[src/rtl/cache_refill_ctrl.sv]
// Miss-handling engine for the unified cache.
// On a miss it optionally writes the dirty victim line back to byte-wide
// main memory, then refills the missing 64-byte line one byte at a time,
// streaming each returned byte straight into the cache data array.
//
// Memory handshake: mem_req_o/mem_we_o/mem_addr_o/mem_wdata_o are decoded
// from registered state only, so they hold steady until mem_ack_i; a byte
// transfers on any cycle where mem_req_o && mem_ack_i (including the first
// cycle of a request). mem_ack_i has no effect while mem_req_o is low.
// Miss handshake: a miss is taken on a cycle with miss_valid_i && miss_ready_o.
module cache_refill_ctrl #(
  parameter int ADDR_W = 32,
  parameter int OFF_W  = 6,
  parameter int IDX_W  = 6,
  parameter int TAG_W  = 20
) (
  input  logic              clk,
  input  logic              rst,
  input  logic              miss_valid_i,
  output logic              miss_ready_o,
  input  logic [ADDR_W-1:0] miss_addr_i,
  input  logic              miss_who_i,
  input  logic              wb_dirty_i,
  input  logic [TAG_W-1:0]  wb_tag_i,
  output logic [OFF_W-1:0]  wb_rd_off_o,
  input  logic [7:0]        wb_data_i,
  output logic              mem_req_o,
  output logic              mem_we_o,
  output logic [ADDR_W-1:0] mem_addr_o,
  output logic [7:0]        mem_wdata_o,
  input  logic              mem_ack_i,
  input  logic [7:0]        mem_rdata_i,
  output logic              fill_we_o,
  output logic [OFF_W-1:0]  fill_off_o,
  output logic [7:0]        fill_data_o,
  output logic              done_o,
  output logic              done_who_o,
  output logic              busy_o
);

  localparam int LINE_W = ADDR_W - OFF_W;
  localparam logic [OFF_W-1:0] OFF_ONE  = OFF_W'(1);
  localparam logic [OFF_W-1:0] OFF_LAST = '1;

  typedef enum logic [1:0] {
    S_IDLE = 2'd0,
    S_WB   = 2'd1,
    S_FILL = 2'd2,
    S_DONE = 2'd3
  } state_t;

  state_t            state_q, state_d;
  logic [OFF_W-1:0]  off_q,   off_d;
  logic [LINE_W-1:0] line_q,  line_d;
  logic              who_q,   who_d;
  logic [TAG_W-1:0]  vtag_q,  vtag_d;

  // The line offset bits of the miss address carry no information here.
  logic unused_addr_bits;
  assign unused_addr_bits = ^miss_addr_i[OFF_W-1:0];

  // Next-state and capture logic. The dirty flag only steers the first
  // transition, so it is consumed at acceptance rather than stored.
  always_comb begin
    state_d = state_q;
    off_d   = off_q;
    line_d  = line_q;
    who_d   = who_q;
    vtag_d  = vtag_q;
    case (state_q)
      S_IDLE: begin
        if (miss_valid_i) begin
          line_d  = miss_addr_i[ADDR_W-1:OFF_W];
          who_d   = miss_who_i;
          vtag_d  = wb_tag_i;
          off_d   = '0;
          state_d = wb_dirty_i ? S_WB : S_FILL;
        end
      end
      S_WB: begin
        if (mem_ack_i) begin
          off_d = off_q + OFF_ONE;
          if (off_q == OFF_LAST) begin
            state_d = S_FILL;
          end
        end
      end
      S_FILL: begin
        if (mem_ack_i) begin
          off_d = off_q + OFF_ONE;
          if (off_q == OFF_LAST) begin
            state_d = S_DONE;
          end
        end
      end
      S_DONE: begin
        state_d = S_IDLE;
      end
      default: begin
        state_d = S_IDLE;
      end
    endcase
  end

  // State and datapath registers; reset abandons any line in progress.
  always_ff @(posedge clk) begin
    if (rst) begin
      state_q <= S_IDLE;
      off_q   <= '0;
      line_q  <= '0;
      who_q   <= 1'b0;
      vtag_q  <= '0;
    end else begin
      state_q <= state_d;
      off_q   <= off_d;
      line_q  <= line_d;
      who_q   <= who_d;
      vtag_q  <= vtag_d;
    end
  end

  // Output decode from registered state; fill strobe follows the read ack
  // in the same cycle and is suppressed while reset is being applied.
  always_comb begin
    miss_ready_o = (state_q == S_IDLE);
    busy_o       = (state_q != S_IDLE);
    mem_req_o    = 1'b0;
    mem_we_o     = 1'b0;
    mem_addr_o   = '0;
    mem_wdata_o  = '0;
    wb_rd_off_o  = '0;
    fill_we_o    = 1'b0;
    fill_off_o   = '0;
    fill_data_o  = '0;
    done_o       = 1'b0;
    done_who_o   = 1'b0;
    case (state_q)
      S_WB: begin
        mem_req_o   = 1'b1;
        mem_we_o    = 1'b1;
        mem_addr_o  = {vtag_q, line_q[IDX_W-1:0], off_q};
        wb_rd_off_o = off_q;
        mem_wdata_o = wb_data_i;
      end
      S_FILL: begin
        mem_req_o  = 1'b1;
        mem_addr_o = {line_q, off_q};
        if (mem_ack_i && !rst) begin
          fill_we_o   = 1'b1;
          fill_off_o  = off_q;
          fill_data_o = mem_rdata_i;
        end
      end
      S_DONE: begin
        done_o     = 1'b1;
        done_who_o = who_q;
      end
      default: begin
      end
    endcase
  end

  // Request bus holds its address and direction until the byte is acked.
  a_req_hold: assert property (@(posedge clk) disable iff (rst)
    (mem_req_o && !mem_ack_i) |=> (mem_req_o && $stable(mem_addr_o) && $stable(mem_we_o)));

  // Cache writes only happen on an acked refill byte.
  a_fill_on_ack: assert property (@(posedge clk)
    fill_we_o |-> (state_q == S_FILL && mem_ack_i));

  // Completion is a single-cycle pulse.
  a_done_pulse: assert property (@(posedge clk) disable iff (rst)
    done_o |=> !done_o);

endmodule

[config.mk]
export PLATFORM = sky130hd
export DESIGN_NAME = cache_refill_ctrl
export DESIGN_NICKNAME = d
export VERILOG_FILES = /design/src/rtl/cache_refill_ctrl.sv
export SDC_FILE = /design/constraint.sdc
export NUM_CORES = 1
export LEC_CHECK = 0
export ABC_AREA = 1
export BUFFER_PORTS_ARGS = -buffer_cell sky130_fd_sc_hd__buf_2
export CAP_MARGIN = 25
export CORE_UTILIZATION = 46
export DETAILED_ROUTE_END_ITERATION = 10
export PLACE_DENSITY = 0.81
export SKIP_LAST_GASP = 1
export SYNTH_ARGS = -nofsm -noshare
export SYNTH_HDL_FRONTEND = slang
export SYNTH_SLANG_ARGS = --single-unit
export TNS_END_PERCENT = 5
[constraint.sdc]
create_clock -name clk -period 2.3 [get_ports clk]
set_clock_uncertainty 0.1 [all_clocks]
set_input_delay 0.46 -clock clk [delete_from_list [all_inputs] [get_ports clk]]
set_output_delay 0.46 -clock clk [all_outputs]
set_load 0.01 [all_outputs]
==> impl_results.rst <==
.. list-table::
   :header-rows: 1

   * - Metric
     - Value
   * - Status
     - completed
   * - Transition time at the pin with the least slew margin
     - 461.7 ps
   * - Die height
     - 79.62 um
   * - Sequential Power Share
     - 36.7%
   * - First-pass GRT wire length
     - 11,320 um
   * - Number of buffers inserted during clock tree synthesis
     - 5
   * - IO Count
     - 141
   * - Type of the worst setup path
     - flip-flop to output pin
   * - Setup TNS
     - 0 ps
   * - Critical path's slowest cell
     - dfxtp_2
   * - CTS Root Cell
     - clkbuf_8
   * - Area enclosed by the die boundary
     - 0.006339 mm^2
   * - TritonCTS clock tree
     - yes
   * - Count of cell types in the netlist
     - 19
   * - Critical path startpoint category
     - flip-flop
   * - Vias in the first global route
     - 2,647
   * - Cell Area, Synth
     - 0.002771 mm^2
   * - Final critical path time including I/O delays and setup
     - 2234 ps
   * - Worst-Skew Late Latency
     - 300 ps
   * - Net count of the mapped netlist
     - 515
   * - Final cell count without fillers
     - 634
   * - Number of cells after detailed placement
     - 624
   * - Final count of negative-setup-slack endpoints
     - 0
   * - Areal power density over the cells
     - 1006 mW/mm^2
   * - Number of pins with negative max-slew slack in the final report
     - 0
   * - Total detailed-routing wirelength
     - 7273 um
   * - Average detailed-routed wire length per instance
     - 11.47 um
   * - Top achievable clock speed
     - 0.4475 GHz
   * - Required time reported for the critical path endpoint
     - 1740 ps
   * - Clock Pin Slew Worst Setup and Hold Paths
     - 100 ps
   * - Bufs on Longest Clock Path
     - 2
   * - Largest net degree at the start of global routing
     - 31
   * - Largest delay contributor family on the critical path
     - buffers and inverters
   * - Fraction of layout cells with a size suffix above 1
     - 30.60%
   * - Count of buffers inserted at the top-level ports
     - 134
   * - Power consumption
     - 3.686 mW
   * - Crit-path max cell delay
     - 370 ps
   * - Number of nets still failing antenna checks after routing
     - 0
   * - Count of vias placed by the detailed router
     - 3,041
   * - Setup slack of the worst register-to-register path
     - 530 ps
   * - Hold/Removal Path Class
     - input pin to flip-flop
   * - Hold Violations, Final
     - 0
   * - # DRC
     - 0
   * - Share of the yosys chip area belonging to registers
     - 39.73%
   * - Number of DRC violations after detailed-routing iteration 0
     - 142
   * - Peak supply drop
     - 0.0005955 V
   * - Switching Power
     - 1.530 mW
   * - Cells along the critical path
     - inv_1 > ha_1 > inv_2 > buf_6 > a21oi_1 > buf_2
   * - P&R area growth vs syn
     - 32.23%
   * - Warnings from Yosys
     - 0
   * - Total grt overflow
     - 0
   * - Die X-Extent
     - 79.62 um
   * - CTS H-tree lvls
     - 2
   * - Gate Count Post-Synth
     - 435
   * - Comb pwr share
     - 44.9%
   * - Max-slew headroom
     - 69.15%
   * - Count of standard-cell rows
     - 27
   * - Final estimated routing congestion in global placement
     - 0.9305
   * - Max-cap violations
     - 0
   * - Post-DR vias/cell
     - 4.797
   * - Global-route usage over all layers
     - 22.67%
   * - Leading cell types by total area after synthesis
     - dfxtp_1 (40%), nor2_1 (17%), nand2_1 (11%)
   * - Cell type contributing the most total cell area after synthesis
     - dfxtp_1
   * - Peak fanout along the critical path
     - 19
   * - Antenna diode instance count
     - 0
   * - Detailed-routing iteration count for the pre-antenna-repair pass
     - 4
   * - Worst Setup End Kind
     - output pin
   * - Area share of the largest cell type after synthesis
     - 39.73%
   * - Fraction of the cycle the final worst path needs
     - 97.15%
   * - RSZ-0062 raised after global routing
     - yes
   * - Number of synthesized register bits
     - 55
   * - Placement-stage cell area
     - 0.003480 mm^2
   * - Clk sink count
     - 55
   * - Antenna violations before repair
     - 0
   * - Internal power consumption
     - 2.156 mW
   * - Net Sw Frac
     - 41.50%
   * - Worst EP arrival
     - 1670 ps
   * - Syn Area/Cell
     - 6.371 um^2
   * - Finished layout cell area
     - 0.003665 mm^2
   * - Detailed Place HPWL
     - 5339 um
   * - Initial Utilization
     - 49.12%
   * - Part of the power in the clock network
     - 18.4%
   * - Core region area
     - 0.005642 mm^2
   * - Standby leakage power
     - 1.918 nW
   * - Buf+Inv Stages, Crit Path
     - 4
   * - Hold-fix buffer count after cts
     - 0
   * - Number of nets at the end of the flow
     - 641
## layer usage
layer | global-route usage, % | vias to the layer above | part of all wire (%)
met5 | 0 | - | 0
met2 | 40.85 | 104 | 50
met1 | 27.38 | 1341 | 43
li1 | - | 1590 | -
met4 | 5.455 | 0 | 0.87
met3 | 4.457 | 6 | 6.1
## synthesized netlist by cell type (all sizes together)
master	n
a21oi	26
buf	16
clkbuf	11
dfxtp	55
ha	6
inv	46
nand2	80
nand3	8
nand4	1
nor2	127
nor3	6
o21ai	53
## worst reg2reg max path, delay by kind of cell, from the launching register on
family                     cells  cell delay (ps)
buffers and inverters          3              680
DFF                            1              350
adders and majority gates      1              280
and+or+nand+nor                3              300
## logic make-up after synthesis
family          count (synthesis)  synth area share, %
compound gates                 79                14.40
fa+ha+maj                       6                2.709
buf+inv                        73                11.74
flops                          55                39.73
simple gates                  222                31.42
## placed cells by master (no fill, tap or decap), types with 4 or more instances in the layout
cell / netlist / routed
nor2_1: 125 / 125
buf_2: 8 / 134
inv_2: 6 / 6
o21ai_0: 11 / 11
a21oi_1: 25 / 25
clkbuf_8: 0 / 6
dfxtp_1: 55 / 53
nand2_1: 79 / 78
nand3_1: 8 / 8
nor3_1: 6 / 4
buf_4: 5 / 7
ha_1: 6 / 4
o21ai_1: 42 / 42
inv_1: 40 / 39
## power groups by stage
| stage | Sequential (mW) | Combinational, mW | Clock (mW) |
|---|---|---|---|
| 3_3_place_gp | 1.35 | 1.53 | 0 |
| 3_5_place_dp | 1.36 | 1.56 | 0 |
| 5_1_grt | 1.39 | 1.86 | 0.726 |
| 6_report | 1.35 | 1.66 | 0.678 |
| 4_1_cts | 1.34 | 1.57 | 0.696 |
| 2_1_floorplan | 1.33 | 1.17 | 0 |
## through the flow
step	hold WS [ps]	setup slack [ps]	util (%)
floorplan	353.9	253.9	-
global placement	360.6	277.4	61.68
global route	281.7	-51.15	64.96
CTS	268.9	-120.5	63.83
detailed placement	371.4	233.1	61.68
finish	278.7	65.57	64.96
## final cells by class
type,instances,area [um^2]
clock buffer,6,82.58
clock inverter,2,38.79
fill,529,1977
inverter,46,176.4
multi-input combinational,307,1378
sequential,55,1106
tap,72,90.09
timing repair buffer,145,785.8
timing repair inverter,1,7.507
## what timing repair did
item	in CTS	in global routing
endpoints found under the hold margin	0	0
setup endpoints to repair	46	46
buffers inserted	0	1
pin swaps	0	1
gates cloned	0	1
gates resized for setup	0	14
## sequential cells by signal, summed over array words and instances, names as in the netlist
signal	flops
line_q	26
vtag_q	20
off_q	6
state_q	2
who_q	1
## final timing paths
check                                start              to  cells after the start
worst max-delay path            state_q[0]  mem_addr_o[18]                      6
worst min register to register  line_q[25]      line_q[25]                      2
worst min-delay path                   rst        off_q[1]                      2
worst max register to register  state_q[0]      line_q[17]                      7
(Power assumes the default switching activity.)
